===== config.mk =====
export PLATFORM = sky130hd
export DESIGN_NAME = wb_arbiter_2m
export DESIGN_NICKNAME = d
export VERILOG_FILES = /design/src/rtl/wb_arbiter_2m_pkg.sv /design/src/rtl/wb_arbiter_2m_wdog.sv /design/src/rtl/wb_arbiter_2m.sv
export SDC_FILE = /design/constraint.sdc
export NUM_CORES = 1
export LEC_CHECK = 0
export ABC_AREA = 1
export CAP_MARGIN = 20
export CORE_AREA = 2 2 122 124
export CTS_BUF_LIST = sky130_fd_sc_hd__clkbuf_8
export DETAILED_ROUTE_END_ITERATION = 6
export DIE_AREA = 0 0 124 126
export PLACE_DENSITY_LB_ADDON = 0.3
export SLEW_MARGIN = 15
export SYNTH_ARGS = -nofsm -noshare
export SYNTH_HDL_FRONTEND = slang
export SYNTH_SLANG_ARGS = --single-unit

===== constraint.sdc =====
create_clock -name i_ck -period 2.8 [get_ports i_ck]
set_input_delay 0.56 -clock i_ck [delete_from_list [all_inputs] [get_ports i_ck]]
set_output_delay 0.56 -clock i_ck [all_outputs]
set_load 0.01 [all_outputs]

===== src/rtl/wb_arbiter_2m_pkg.sv =====
// Shared widths and FSM encoding for the two-master Wishbone arbiter.
package wb_arbiter_2m_pkg;

  localparam int unsigned WbDWidth = 32;
  localparam int unsigned WbAWidth = 30;
  localparam int unsigned WbSWidth = WbDWidth / 8;

  typedef enum logic [1:0] {
    StIdle = 2'd0,
    StGnt0 = 2'd1,
    StGnt1 = 2'd2
  } arb_state_e;

  // Grant state belonging to master m.
  function automatic arb_state_e gnt_state(input logic m);
    return m ? StGnt1 : StGnt0;
  endfunction

endpackage


===== src/rtl/wb_arbiter_2m_wdog.sv =====
// Hung-cycle watchdog: counts stalled strobe cycles and flags when the limit is reached.
module wb_arbiter_2m_wdog #(
  parameter int unsigned TMO = 255,
  parameter int unsigned TW  = 8
) (
  input  logic clk_i,
  input  logic rst_i,
  input  logic run_i,
  input  logic clear_i,
  output logic expired_o
);

  logic [TW-1:0] cnt_q, cnt_d;

  // Clear has priority so a grant change always restarts the count from zero.
  always_comb begin
    cnt_d = cnt_q;
    if (clear_i) begin
      cnt_d = '0;
    end else if (run_i) begin
      cnt_d = cnt_q + TW'(1);
    end
  end

  // Counter register.
  always_ff @(posedge clk_i or posedge rst_i) begin
    if (rst_i) begin
      cnt_q <= '0;
    end else begin
      cnt_q <= cnt_d;
    end
  end

  assign expired_o = (cnt_q == TW'(TMO));

endmodule


===== src/rtl/wb_arbiter_2m.sv =====
// Two-master / one-slave Wishbone classic arbiter: round-robin on contention, grant held for a
// whole CYC, watchdog aborts stalled cycles with a one-cycle error to the owning master.
module wb_arbiter_2m
  import wb_arbiter_2m_pkg::*;
#(
  parameter int unsigned DW  = WbDWidth,
  parameter int unsigned AW  = WbAWidth,
  parameter int unsigned SW  = WbSWidth,
  parameter int unsigned TMO = 255,
  parameter int unsigned TW  = 8
) (
  input  logic          i_ck,
  input  logic          i_rst,
  input  logic          i_m0_cyc,
  input  logic          i_m0_stb,
  input  logic          i_m0_we,
  input  logic [SW-1:0] i_m0_sel,
  input  logic [AW-1:0] i_m0_adr,
  input  logic [DW-1:0] i_m0_dat,
  output logic [DW-1:0] o_m0_dat,
  output logic          o_m0_ack,
  output logic          o_m0_err,
  input  logic          i_m1_cyc,
  input  logic          i_m1_stb,
  input  logic          i_m1_we,
  input  logic [SW-1:0] i_m1_sel,
  input  logic [AW-1:0] i_m1_adr,
  input  logic [DW-1:0] i_m1_dat,
  output logic [DW-1:0] o_m1_dat,
  output logic          o_m1_ack,
  output logic          o_m1_err,
  output logic          o_s_cyc,
  output logic          o_s_stb,
  output logic          o_s_we,
  output logic [SW-1:0] o_s_sel,
  output logic [AW-1:0] o_s_adr,
  output logic [DW-1:0] o_s_dat,
  input  logic [DW-1:0] i_s_dat,
  input  logic          i_s_ack
);

  arb_state_e state_q, state_d;
  logic       last_q, last_d;
  logic       req0, req1, gnt0, gnt1;
  logic       wd_run, wd_clear, wd_expired, timeout;

  assign req0 = i_m0_cyc & i_m0_stb;
  assign req1 = i_m1_cyc & i_m1_stb;
  assign gnt0 = (state_q == StGnt0);
  assign gnt1 = (state_q == StGnt1);

  // An ack in the expiry cycle completes the beat normally, so it masks the timeout.
  assign timeout = wd_expired & ~i_s_ack & (gnt0 | gnt1);

  assign wd_run   = ((gnt0 & i_m0_stb) | (gnt1 & i_m1_stb)) & ~i_s_ack;
  assign wd_clear = ~wd_run | (state_d != state_q);

  wb_arbiter_2m_wdog #(
    .TMO(TMO),
    .TW (TW)
  ) u_wdog (
    .clk_i    (i_ck),
    .rst_i    (i_rst),
    .run_i    (wd_run),
    .clear_i  (wd_clear),
    .expired_o(wd_expired)
  );

  // Next grant: round-robin from idle, direct handover on release or timeout.
  always_comb begin
    state_d = state_q;
    last_d  = last_q;
    unique case (state_q)
      StIdle: begin
        if (req0 && req1) begin
          state_d = gnt_state(~last_q);
          last_d  = ~last_q;
        end else if (req0) begin
          state_d = StGnt0;
          last_d  = 1'b0;
        end else if (req1) begin
          state_d = StGnt1;
          last_d  = 1'b1;
        end
      end
      StGnt0: begin
        if (!i_m0_cyc || timeout) begin
          if (req1) begin
            state_d = StGnt1;
            last_d  = 1'b1;
          end else begin
            state_d = StIdle;
          end
        end
      end
      StGnt1: begin
        if (!i_m1_cyc || timeout) begin
          if (req0) begin
            state_d = StGnt0;
            last_d  = 1'b0;
          end else begin
            state_d = StIdle;
          end
        end
      end
      default: state_d = StIdle;
    endcase
  end

  // Grant state and round-robin pointer; reset favours M0 on the first clash.
  always_ff @(posedge i_ck or posedge i_rst) begin
    if (i_rst) begin
      state_q <= StIdle;
      last_q  <= 1'b1;
    end else begin
      state_q <= state_d;
      last_q  <= last_d;
    end
  end

  // Forward path mux and gated return path; everything is zero while idle.
  always_comb begin
    o_s_cyc  = 1'b0;
    o_s_stb  = 1'b0;
    o_s_we   = 1'b0;
    o_s_sel  = '0;
    o_s_adr  = '0;
    o_s_dat  = '0;
    o_m0_dat = '0;
    o_m0_ack = 1'b0;
    o_m0_err = 1'b0;
    o_m1_dat = '0;
    o_m1_ack = 1'b0;
    o_m1_err = 1'b0;
    if (gnt0) begin
      o_s_cyc  = i_m0_cyc & ~timeout;
      o_s_stb  = i_m0_stb & ~timeout;
      o_s_we   = i_m0_we;
      o_s_sel  = i_m0_sel;
      o_s_adr  = i_m0_adr;
      o_s_dat  = i_m0_dat;
      o_m0_dat = i_s_dat;
      o_m0_ack = i_s_ack;
      o_m0_err = timeout;
    end else if (gnt1) begin
      o_s_cyc  = i_m1_cyc & ~timeout;
      o_s_stb  = i_m1_stb & ~timeout;
      o_s_we   = i_m1_we;
      o_s_sel  = i_m1_sel;
      o_s_adr  = i_m1_adr;
      o_s_dat  = i_m1_dat;
      o_m1_dat = i_s_dat;
      o_m1_ack = i_s_ack;
      o_m1_err = timeout;
    end
  end

endmodule


* Yosys cells after proc, flatten, opt, wreduce, memory -nomap -nowiden *
Index checks and enable logic that the tools add are counted.
W data, S select, Z words.

storage, ports and cells
  register bits = 11
  input port bits = 173
  output and inout bits = 137
  word-level logic and storage cells = 77

cells by class
  $add $sub $neg = 1
  equality and inequality tests = 7
  muxes and demuxes = 39
  bitwise gates (word level) = 18
  reduce and logical (&&, ||, !) cells = 9

operator list
  operator               number
  $mux W32               5
  $mux W30               2
  $mux W1                19
  $mux W8                2
  $mux W2                7
  $and A1 B1 Y1          11
  $add A8 B1 Y8 const B  1
  $eq A8 B8 Y1 const B   1
  $mux W4                2
  $pmux W2 S3            1
  $ne A2 B1 Y1 const B   2
  $not A1 Y1             4
  $reduce_and A4 Y1      1
  $or A1 B1 Y1           3
  $pmux W1 S3            1
  $reduce_bool A3 Y1     1
  $eq A2 B1 Y1 const B   1
  $eq A2 B2 Y1 const B   1
  $logic_not A1 Y1       2
  $logic_not A2 Y1       1
  $logic_or A1 B1 Y1     2
  $ne A2 B2 Y1           1
  $ne A2 B2 Y1 const B   1
  $reduce_bool A2 Y1     1
  $logic_and A1 B1 Y1    1

* Logic depth before layout (Yosys ltp) *
  word-level depth = 9
  mapped depth = 13
  gate-level depth less buffers = 13

* Modules after synthesis *
A second synthesis with hierarchy kept.

second synthesis, totals
  cells, all modules = 483
  area, all modules = 2,336.0 µm²

by module, submodules not included
  module              times used  cells each  area each (µm²)  sequential area each (µm²)
  wb_arbiter_2m       1           431         1,905.6          76.3
  wb_arbiter_2m_wdog  1           52          430.4            200.2

* Worst setup path after synthesis *
OpenSTA, ideal clock, no wires.

  path type = register -> output
  start point = register state_q[1]
  end point = output port o_s_adr[13]
  arrival = 1.599 ns
  data required time = 2.240 ns
  slack = 0.641 ns
  cell stages (with the launch flop) = 9
  path buffers = 3
  path through = dfrtp_1 > inv_1 > ha_1 > buf_2 > inv_2 > buf_2 > buf_1 > nand3_1 > nand2_1

between the ends
  word-level cells in the longest chain between the ends = 3
  elaborated cells between the ends (all ways) = 4
  those cells by class = eq/ne: 2; mux: 2

ends and longest elaborated chain
  element                   RTL line              RTL
  start: declaration        wb_arbiter_2m.sv:42   arb_state_e state_q, state_d;
  start signal: assignment  wb_arbiter_2m.sv:113  state_q <= StIdle;
  start signal: assignment  wb_arbiter_2m.sv:116  state_q <= state_d;
  $eq A2 B2 Y1              wb_arbiter_2m.sv:50   assign gnt1 = (state_q == StGnt1);
  $mux W30                  wb_arbiter_2m.sv:145  end else if (gnt1) begin
  $mux W30 (*)              wb_arbiter_2m.sv:135  if (gnt0) begin
  end: declaration          wb_arbiter_2m.sv:36   output logic [AW-1:0] o_s_adr,

Mark *: on every way between the ends. The rest lies on a longest branch, timed or not.

* Worst setup path after layout *
  start point = register state_q[1]
  end point = output port o_s_adr[29]

Same word-level chain as after synthesis.

==> impl_metrics.csv <==
group,metric,value,unit
outcome,outcome,"completed",
routing,viasPerCell,4.04,
synth,synth_area_leaders,"nand2_1 (35%), nand3_1 (15%), dfrtp_1 (11%)",
cts,h-tree-depth,1,
sta,setup_violations,0,
critical_path,cp_max_fo,100,
critical_path,cp-end-kind,"output port",
cts,clkTransAtPathRegs,0.06,ns
cts,clockBufferDepth,2,
cells_and_area,drive_gt1_share,5.84,%
cts,clock_latency,0.25,ns
cells_and_area,insertedDiodeCount,0,
cts,cts_setup_buffers,0,
sta,rsz0062_at_grt,"no",
routing,drc,0,
grt,grt_pass1_wl,17.9,mm
place,dpl.cell_count,934,
critical_path,cpMaxStageDelayCell,"clkdlybuf4s50_1",
floorplan,die-height,126,um
routing,drtAntennaViolNets,0,
cells_and_area,layout_commonest_cell,"clkdlybuf4s50_1",
power,switching_power,1.65,mW
sta,worstMarginPinSlew,0.414,ns
synth,avgSynthCellArea,4.96,um2
synth,synth_top_cell_by_area,"nand2_1",
power,p_sw_share,47.2,%
critical_path,worstPathRequired,2.24,ns
critical_path,ff2ff_path_depth,11,
job,maxCapViolCount,0,
sta,setup_ws,0.125,ns
sta,hold_slack,0.505,ns
synth,muxShareOfSynthArea,0,%
sta,timing.fmax,374,MHz
routing,finalWirelength,12.6,mm
floorplan,fp.dieW,124,um
cells_and_area,fin_cells,938,
cells_and_area,syn2layout_area_growth,148,%
sta,fin_crit_sh,95.5,%
critical_path,reg2reg_from,"state_q[1]$_DFF_PP0_",
cells_and_area,utilization,39.9,%
cells_and_area,design_area,5720,um2
cts,cts_root_buffer,"clkbuf_8",
cts,numCtsBuffers,3,
synth,yosysTopAreaCellShare,35.2,%
hold_path,hold_path.class,"reg -> reg",
critical_path,r2r_end,"u_wdog.cnt_q[6]$_DFFE_PP0P_",
sta,slew_headroom,72.4,%
synth,synth_compound_area_share,2.61,%
power,share_seq_of_total_power,5.6,%
place,routabilityCongestion,0.788,
critical_path,slowest_delay,0.55,ns
place,dp_hpwl,10.1,mm
critical_path,crit_path_end,"o_s_adr[29]",
synth,synth.net_count,642,
power,p_clk_share,4.8,%
synth,synthXorXnorAreaFrac,2.28,%
floorplan,coreArea,14300,um2
power,p_int,1.84,mW
routing,drtIter0Drc,159,
routing,dr.pass1.iters,4,
cells_and_area,mostFrequentLayoutCells,"clkdlybuf4s50_1 (307), nand2_1 (215), nand3_1 (70)",
synth,ys_ff_latch,11,
cells_and_area,fin_nets,933,
sta,skew,0.00400,ns
grt,grt_antenna_before_repair,0,
synth,synthAdderAreaFrac,2.72,%
power,p_leak,2.69,nW
synth,synthCells,464,
sta,slew_violations,0,
floorplan,initial_core_util,16.1,%
synth,synth-simple-area-share,66.9,%
critical_path,critical_path_class,"reg -> out",
cts,cts.sinks,11,
place,dpl-instance-area,5650,um2
critical_path,worstPathArrival,2.12,ns
place,place_ws,-0.0308,ns
synth,ys_seq_area_share,12.0,%
synth,synth.distinct_cells,28,
synth,yosys_warnings,0,
grt,grt_start_max_net_pins,101,
routing,route.vias.total,3794,
sta,finalHoldViolations,0,
critical_path,cp_common_cell,"nand2_1",
critical_path,ff2ff_setup_slack,0.84,ns
cells_and_area,register_area,277,um2
critical_path,worstSetupStartpoint,"state_q[1]$_DFF_PP0_",
cts,cts_tree,"done",
sta,fin_crit,2.68,ns
critical_path,crit_chain,"inv_1 > ha_4 > buf_16 > nand2_1 > nand2_1 > clkdlybuf4s50_1",
cells_and_area,nFillCells,1521,
power,power_per_cell_area,611,nW/um2
floorplan,die_area,15600,um2
grt,track_usage,14.5,%
synth,synth_top_family_by_area,"simple AND/OR/NAND/NOR gates",
cells_and_area,multi_input_area,1740,um2
synth,netlist_area,2300,um2
floorplan,io-pin-count,310,
floorplan,fp-row-count,44,
grt,grt_overflow_total,0,
power,vdd_drop_max,0.000280,V
grt,grt_pass1_vias,3313,
critical_path,cp-start-kind,"flip-flop",
routing,drt-wirelength-per-cell,13.4,um
place,io_buffers,309,
power,power_frac_comb,89.6,%
[worst min path at each step]
stage                                             end                   startpoint  cells after the start
final                     u_wdog.cnt_q[0]$_DFFE_PP0P_  u_wdog.cnt_q[0]$_DFFE_PP0P_                      1
after CTS                 u_wdog.cnt_q[0]$_DFFE_PP0P_  u_wdog.cnt_q[0]$_DFFE_PP0P_                      1
after detailed placement  u_wdog.cnt_q[0]$_DFFE_PP0P_  u_wdog.cnt_q[0]$_DFFE_PP0P_                      1
after global placement    u_wdog.cnt_q[0]$_DFFE_PP0P_  u_wdog.cnt_q[0]$_DFFE_PP0P_                      1
after global routing      u_wdog.cnt_q[0]$_DFFE_PP0P_  u_wdog.cnt_q[0]$_DFFE_PP0P_                      1
after floorplan                  state_q[0]$_DFF_PP0_                        i_rst                      1
[power by group through the flow]
stage	clock, mW	sequential (mW)	combinational [mW]
2_1_floorplan	0	0.206	1.40
3_3_place_gp	0	0.198	3.16
3_5_place_dp	0	0.199	3.15
4_1_cts	0.170	0.196	3.17
5_1_grt	0.178	0.200	3.40
6_report	0.168	0.197	3.13
[stage by stage]
stage,power [mW],setup TNS (ns)
5_1_grt,3.78,0
6_report,3.49,0
3_3_place_gp,3.36,-0.0596
3_5_place_dp,3.35,-0.0308
4_1_cts,3.53,0
2_1_floorplan,1.60,0
[cell families after synthesis]
family                   Yosys count
XOR/XNOR                           6
flip-flops                        11
AND/OR/NAND/NOR                  351
buffers and inverters             82
adder cells (fa/ha/maj)            5
AO/OA/AOI/OAI                      9
[cell usage after synthesis]
library cell	n
xnor2_1	3
a21boi_0	1
buf_1	3
a211oi_1	1
inv_2	2
nand3_4	1
dfstp_2	1
a221oi_1	2
nor2_4	1
dfrtp_1	10
nand2_4	2
clkbuf_1	28
nand2_2	5
ha_1	5
xor2_1	3
inv_1	47
nor3_1	1
o21ai_0	3
a21boi_1	1
nand3_1	70
nor3_2	8
nor2_2	1
nand2_1	216
nand3_2	5
nand4_1	1
buf_2	2
a21oi_1	1
nor2_1	40
[per-layer routing]
metal	track usage, %	vias up	part of all wire (%)
li1	-	2004	-
met1	17.6	1604	40
met2	25.9	173	49
met3	3.49	13	9.0
met4	2.38	0	1.4
met5	0	-	0
[flip-flops by register name, indices dropped and copies added (netlist names)]
register	flops
last_q	1
state_q	2
u_wdog.cnt_q	8
[worst max-delay path, delay by kind of cell, from the launching register on]
family | cells | cell delay [ns]
fa+ha+maj | 1 | 0.20
simple gates | 2 | 0.24
buf+inv | 3 | 1.03
flops | 1 | 0.37
[what timing repair did]
item / 4_1_cts / 5_1_grt
cloned: 0 / 0
resized for setup: 2 / 5
hold buffers: 0 / 0
hold endpoints to repair: 0 / 0
pin swaps: 0 / 0
endpoints found under the setup margin: 2 / 7
[cell type report]
class | count | share of cell area (%)
Tap cell | 184 | 4.03
Sequential cell | 11 | 4.84
Clock inverter | 1 | 0.0876
Clock buffer | 3 | 0.722
Multi-Input combinational cell | 371 | 30.5
Timing Repair Buffer | 319 | 56.6
Inverter | 49 | 3.22
Note: power is estimated with default switching activity, not from simulation.
==> edit 1 (same flow settings) <==
Reset style: synchronous (`i_rst` and `rst_i`), changed in 2 clocked blocks.
--- a/src/rtl/wb_arbiter_2m_wdog.sv
+++ b/src/rtl/wb_arbiter_2m_wdog.sv
@@ -24,5 +24,5 @@
 
   // Counter register.
-  always_ff @(posedge clk_i or posedge rst_i) begin
+  always_ff @(posedge clk_i) begin
     if (rst_i) begin
       cnt_q <= '0;
--- a/src/rtl/wb_arbiter_2m.sv
+++ b/src/rtl/wb_arbiter_2m.sv
@@ -109,5 +109,5 @@
 
   // Grant state and round-robin pointer; reset favours M0 on the first clash.
-  always_ff @(posedge i_ck or posedge i_rst) begin
+  always_ff @(posedge i_ck) begin
     if (i_rst) begin
       state_q <= StIdle;
Formal check against the unedited RTL: differs if i_rst is asserted again (counterexample within 4 cycles, from zero or initial values and one cycle with i_rst high); with i_rst held inactive, the same outputs for 10 cycles.
==> edit 1 against the original RTL <==
  * Fmax increased by 0.21%
  * Routed wire length increased by 12%
  * Synthesized area increased by 1.5%
  * Via count increased by 1.9%
  * Design area increased by 0.77%
  * Cell count increased by 2.0%
  * Worst setup slack improved by 5.6 ps
  * Hold slack got worse by 17 ps
  * Sequential share of layout area decreased by 0.99 points
  * Core utilization increased by 0.31 points
  * Sequential cell count unchanged
Power is not compared: it rests on default switching activity, and its combinational part moved more than twofold at a synthesized area within 25%.
==> edit 1: results (changes against the original RTL) <==
.. list-table::
   :header-rows: 1

   * - Metric
     - Value
   * - Run status
     - finished, final reports clean
   * - Largest net degree at the start of global routing
     - 103 (+2.0%)
   * - Clock latency of the later-clocked register in the worst-skew pair
     - 240 ps
   * - Drt wl/cell
     - 14.7 um (+10%)
   * - Layout cells sized above 1
     - 6.73% (+0.89 points)
   * - Minimum period implied by the final worst setup slack
     - 2670 ps (-5.63 ps)
   * - GPL Wtd Cong
     - 0.785 (-0.43%)
   * - Number of remaining DRC errors
     - 0 (unchanged)
   * - Slew HR
     - 70.0% (-2.3 points)
   * - Via count of the first global-routing pass
     - 3605 (+8.8%)
   * - Data arrival time of the critical path
     - ~2100 ps
   * - DP Wirelength
     - 11.4 mm (+14%)
   * - Fraction of the yosys area taken by sequential cells
     - 9.42% (-2.6 points)
   * - CP peak stage delay
     - roughly 560 ps
   * - Share of flip-flops with an asynchronous set or reset
     - 0% (-100 points)
   * - Hold Worst Slack
     - 487 ps (-17.2 ps)
   * - Share of the synthesized area in compound gates (AO/OA/AOI/OAI)
     - 3.00% (+0.39 points)
   * - Number of nets in the layout
     - 952 (+2.0%)
   * - Endpoint, Worst Hold
     - u_wdog.cnt_q[0]
   * - Primary flip-flop cell chosen by synthesis mapping
     - sky130_fd_sc_hd__dfxtp_1
   * - Crit-path max FO
     - 102 (+2.0%)
   * - Total routing usage reported by global routing
     - 16.4% (+2.0 points)
   * - Placed Instance Area
     - 5680 um^2 (+0.46%)
   * - Worst r2r path cells
     - 12 (+1)
   * - Net Count, Synth
     - 660 (+2.8%)
   * - Beginning of the worst register-to-register path
     - state_q[0]
   * - Vias per cell
     - 4.04 (-0.15%)
   * - Mux cell area share after synthesis
     - 0.428% (+0.43 points)
   * - Post-Route Skew
     - 4.82 ps (+0.819 ps)
   * - Ranking of synthesized cells by area
     - sky130_fd_sc_hd__nand2_1 36%, sky130_fd_sc_hd__nand3_1 15%, sky130_fd_sc_hd__dfxtp_1 9.4%, sky130_fd_sc_hd__nor2_1 7.5%, sky130_fd_sc_hd__inv_1 7.4%
   * - Post-cts resize count
     - 1 (-1)
   * - Final period util
     - 95.3% (-0.20 points)
   * - Cell types with the highest counts after synthesis
     - 222 x sky130_fd_sc_hd__nand2_1, 68 x sky130_fd_sc_hd__nand3_1, 47 x sky130_fd_sc_hd__nor2_1
   * - Initial DRC Count
     - 183 (+15%)
   * - Share of synthesized cell area in full adder, half adder and majority cells
     - 2.68% (-0.041 points)
   * - Wire length of the first global-routing pass
     - 20.3 mm (+13%)
   * - Reg2Reg Capture Point
     - u_wdog.cnt_q[7]
   * - FF-to-FF setup slack
     - 880 ps (+40 ps)
   * - Startpoint of the tightest hold check path
     - u_wdog.cnt_q[0]
   * - Synthesized-area fraction occupied by xor and xnor cells
     - 1.50% (-0.78 points)
   * - Number of warnings printed during yosys synthesis
     - 0 (unchanged)
## edit 1: changes by cell type after synthesis, sizes merged, moves of 8 or more
| cell | change |
|---|---|
| dfrtp | -10 |
| dfxtp | +11 |
| nand2 | +11 |
| nor2 | +8 |
## edit 1: worst max-delay path by stage
stage          startpoint         end  slack, ps  cells after the start
3_5_place_dp      i_s_ack     o_s_cyc         90                      8
3_3_place_gp      i_s_ack     o_s_cyc         50                      8
2_1_floorplan  state_q[1]    o_m1_err        720                      7
6_report       state_q[1]  o_s_adr[0]        130                      6
4_1_cts        state_q[1]  o_s_sel[3]         30                      7
5_1_grt        state_q[1]      o_s_we         10                      6
## edit 1: routing by layer
layer / wire length, um / share of wire [%] / vias to the layer above / GRT usage (%)
met5: 0 / 0 / - / 0
met4: 50 / 0.35 / 0 / 1.26
met3: 1090 / 7.7 / 5 / 4.39
met2: 7470 / 53 / 142 / 30.5
met1: 5500 / 39 / 1661 / 19.5
li1: - / - / 2057 / -
## edit 1: final cells by class
type | instances | area, um^2
Fill cell | 1492 | 8550
Timing Repair Buffer | 320 | 3250
Multi-Input combinational cell | 388 | 1830
Tap cell | 184 | 230
Sequential cell | 11 | 221
Inverter | 50 | 189
Clock buffer | 3 | 41.3
Clock inverter | 1 | 3.75
## edit 1: metrics by stage
step	total power [mW]	instances	worst slack, ps
6_report	1.37	957	130
5_1_grt	1.47	957	10.1
4_1_cts	1.38	955	30.7
3_5_place_dp	1.21	951	90.5
3_3_place_gp	1.21	951	46.7
2_1_floorplan	0.555	482	723
## edit 1: logic make-up (layout without fill, tap and decap cells)
group	after synthesis	in the layout
and+or+nand+nor	368	368
AOI/OAI and AO/OA	10	10
buffers and inverters	83	374
muxes	1	1
DFF	11	11
adders and majority gates	5	5
xor gates and xnor gates	4	4
==> edit 2 (config.mk and constraints unchanged) <==
Without the edit above. `TW` is set to 8 in 2 places; all go to 7.
--- a/src/rtl/wb_arbiter_2m_wdog.sv
+++ b/src/rtl/wb_arbiter_2m_wdog.sv
@@ -2,5 +2,5 @@
 module wb_arbiter_2m_wdog #(
   parameter int unsigned TMO = 255,
-  parameter int unsigned TW  = 8
+  parameter int unsigned TW  = 7
 ) (
   input  logic clk_i,
--- a/src/rtl/wb_arbiter_2m.sv
+++ b/src/rtl/wb_arbiter_2m.sv
@@ -8,5 +8,5 @@
   parameter int unsigned SW  = WbSWidth,
   parameter int unsigned TMO = 255,
-  parameter int unsigned TW  = 8
+  parameter int unsigned TW  = 7
 ) (
   input  logic          i_ck,
Behaviour: no difference found for any inputs over 10 cycles, from zero or initial values and one cycle with i_rst high; that may be too few to reach the edited logic, so the function may still have changed.
==> edit 2 against the original RTL <==
  * Clock skew decreased by 1.8 ps
  * Total power decreased by 0.46%
  * Hold slack got worse by 28 ps
  * Synthesized area decreased by 1.2%
  * Routed wire length decreased by 3.6%
  * Worst setup slack got worse by 11 ps
  * Sequential cell count decreased by 1
  * Design area increased by 0.55%
  * Synthesized cell count decreased by 0.43%
  * Critical endpoint is now o_s_dat[4]
==> edit 2: results (changes against the original RTL) <==
.. list-table::
   :header-rows: 1

   * - Metric
     - Value
   * - Run status
     - finished, final reports clean
   * - Final period util
     - 95.9% (+0.39 points)
   * - DP Wirelength
     - 9.90 mm (-1.6%)
   * - Wire length of the first global-routing pass
     - 17.9 mm (-0.27%)
   * - Number of nets in the layout
     - 937 (+0.43%)
   * - Share of synthesized cell area in full adder, half adder and majority cells
     - 2.75% (+0.033 points)
   * - Ranking of synthesized cells by area
     - sky130_fd_sc_hd__nand2_1 35%, sky130_fd_sc_hd__nand3_1 15%, sky130_fd_sc_hd__dfrtp_1 9.9%, sky130_fd_sc_hd__inv_1 7.8%, sky130_fd_sc_hd__nor2_1 7.1%
   * - Net Count, Synth
     - 640 (-0.31%)
   * - Crit path capture
     - o_s_dat[4]
   * - Placement Setup Slack
     - 68.5 ps (+99.3 ps)
   * - Layout cells sized above 1
     - 6.73% (+0.89 points)
   * - Clock latency of the later-clocked register in the worst-skew pair
     - 230 ps (-20 ps)
   * - Fraction of the yosys area taken by sequential cells
     - 11.1% (-0.95 points)
   * - Max IR drop VDD
     - 0.243 mV (-13%)
   * - Cell types with the highest counts after synthesis
     - 213 x sky130_fd_sc_hd__nand2_1, 69 x sky130_fd_sc_hd__nand3_1, 47 x sky130_fd_sc_hd__inv_1
   * - Via count of the first global-routing pass
     - 3414 (+3.0%)
   * - Crit-path max FO
     - 22 (-78%)
   * - Leakage
     - 2.75 nW (+2.2%)
   * - Drt wl/cell
     - 12.8 um (-4.0%)
   * - Filler cells
     - 1546 (+1.6%)
   * - Worst r2r path cells
     - 13 (+2)
   * - Slew HR
     - 75.7% (+3.4 points)
   * - Reg2Reg Capture Point
     - u_wdog.cnt_q[4]
   * - Synthesized-area fraction occupied by xor and xnor cells
     - 1.92% (-0.36 points)
   * - Synth cell types
     - 24 (-14%)
edit 2: cell count changes after synthesis, moves of 3 or more:
cell	unedited run	this run
sky130_fd_sc_hd__buf_1	3	0
sky130_fd_sc_hd__a21oi_1	1	4
sky130_fd_sc_hd__nand2_1	216	213
sky130_fd_sc_hd__buf_2	2	5
sky130_fd_sc_hd__nor2_1	40	43
edit 2: metal layers:
| layer | GRT usage [%] | vias up | wire (um) | part of all wire, % |
|---|---|---|---|---|
| met3 | 3.94 | 13 | 1070 | 8.8 |
| li1 | - | 1997 | - | - |
| met5 | 0 | - | 0 | 0 |
| met1 | 17.0 | 1573 | 4920 | 41 |
| met4 | 1.92 | 0 | 148 | 1.2 |
| met2 | 25.3 | 166 | 5970 | 49 |
edit 2: stage by stage:
stage / cells / hold WS (ps) / area [um^2] / power (mW)
after detailed placement: 934 / 472 / 5650 / 3.31
after floorplan: 462 / 399 / 2280 / 1.56
final: 942 / 477 / 5750 / 3.48
after global placement: 934 / 472 / 5650 / 3.32
after global routing: 942 / 503 / 5750 / 3.76
after CTS: 938 / 482 / 5700 / 3.51
edit 2: how the worst min path moves through the flow:
stage,slack [ps],to,depth (start not counted)
final,480,u_wdog.cnt_q[0],1
after global routing,500,u_wdog.cnt_q[0],1
after CTS,480,u_wdog.cnt_q[0],1
after detailed placement,470,u_wdog.cnt_q[0],1
after global placement,470,u_wdog.cnt_q[0],1
after floorplan,400,state_q[0],1
edit 2: cell type report:
class,instances,area share (%)
clock buffers,4,0.958
well taps,184,4.01
inverters,48,3.14
flip-flops and latches,10,4.38
multi-input cells,371,30.4
repair buffers,325,57.2
edit 2: timing repair:
item | in CTS | in global routing
resized for setup | 0 | 6
setup endpoints to repair | 0 | 8
setup buffers | 0 | 4
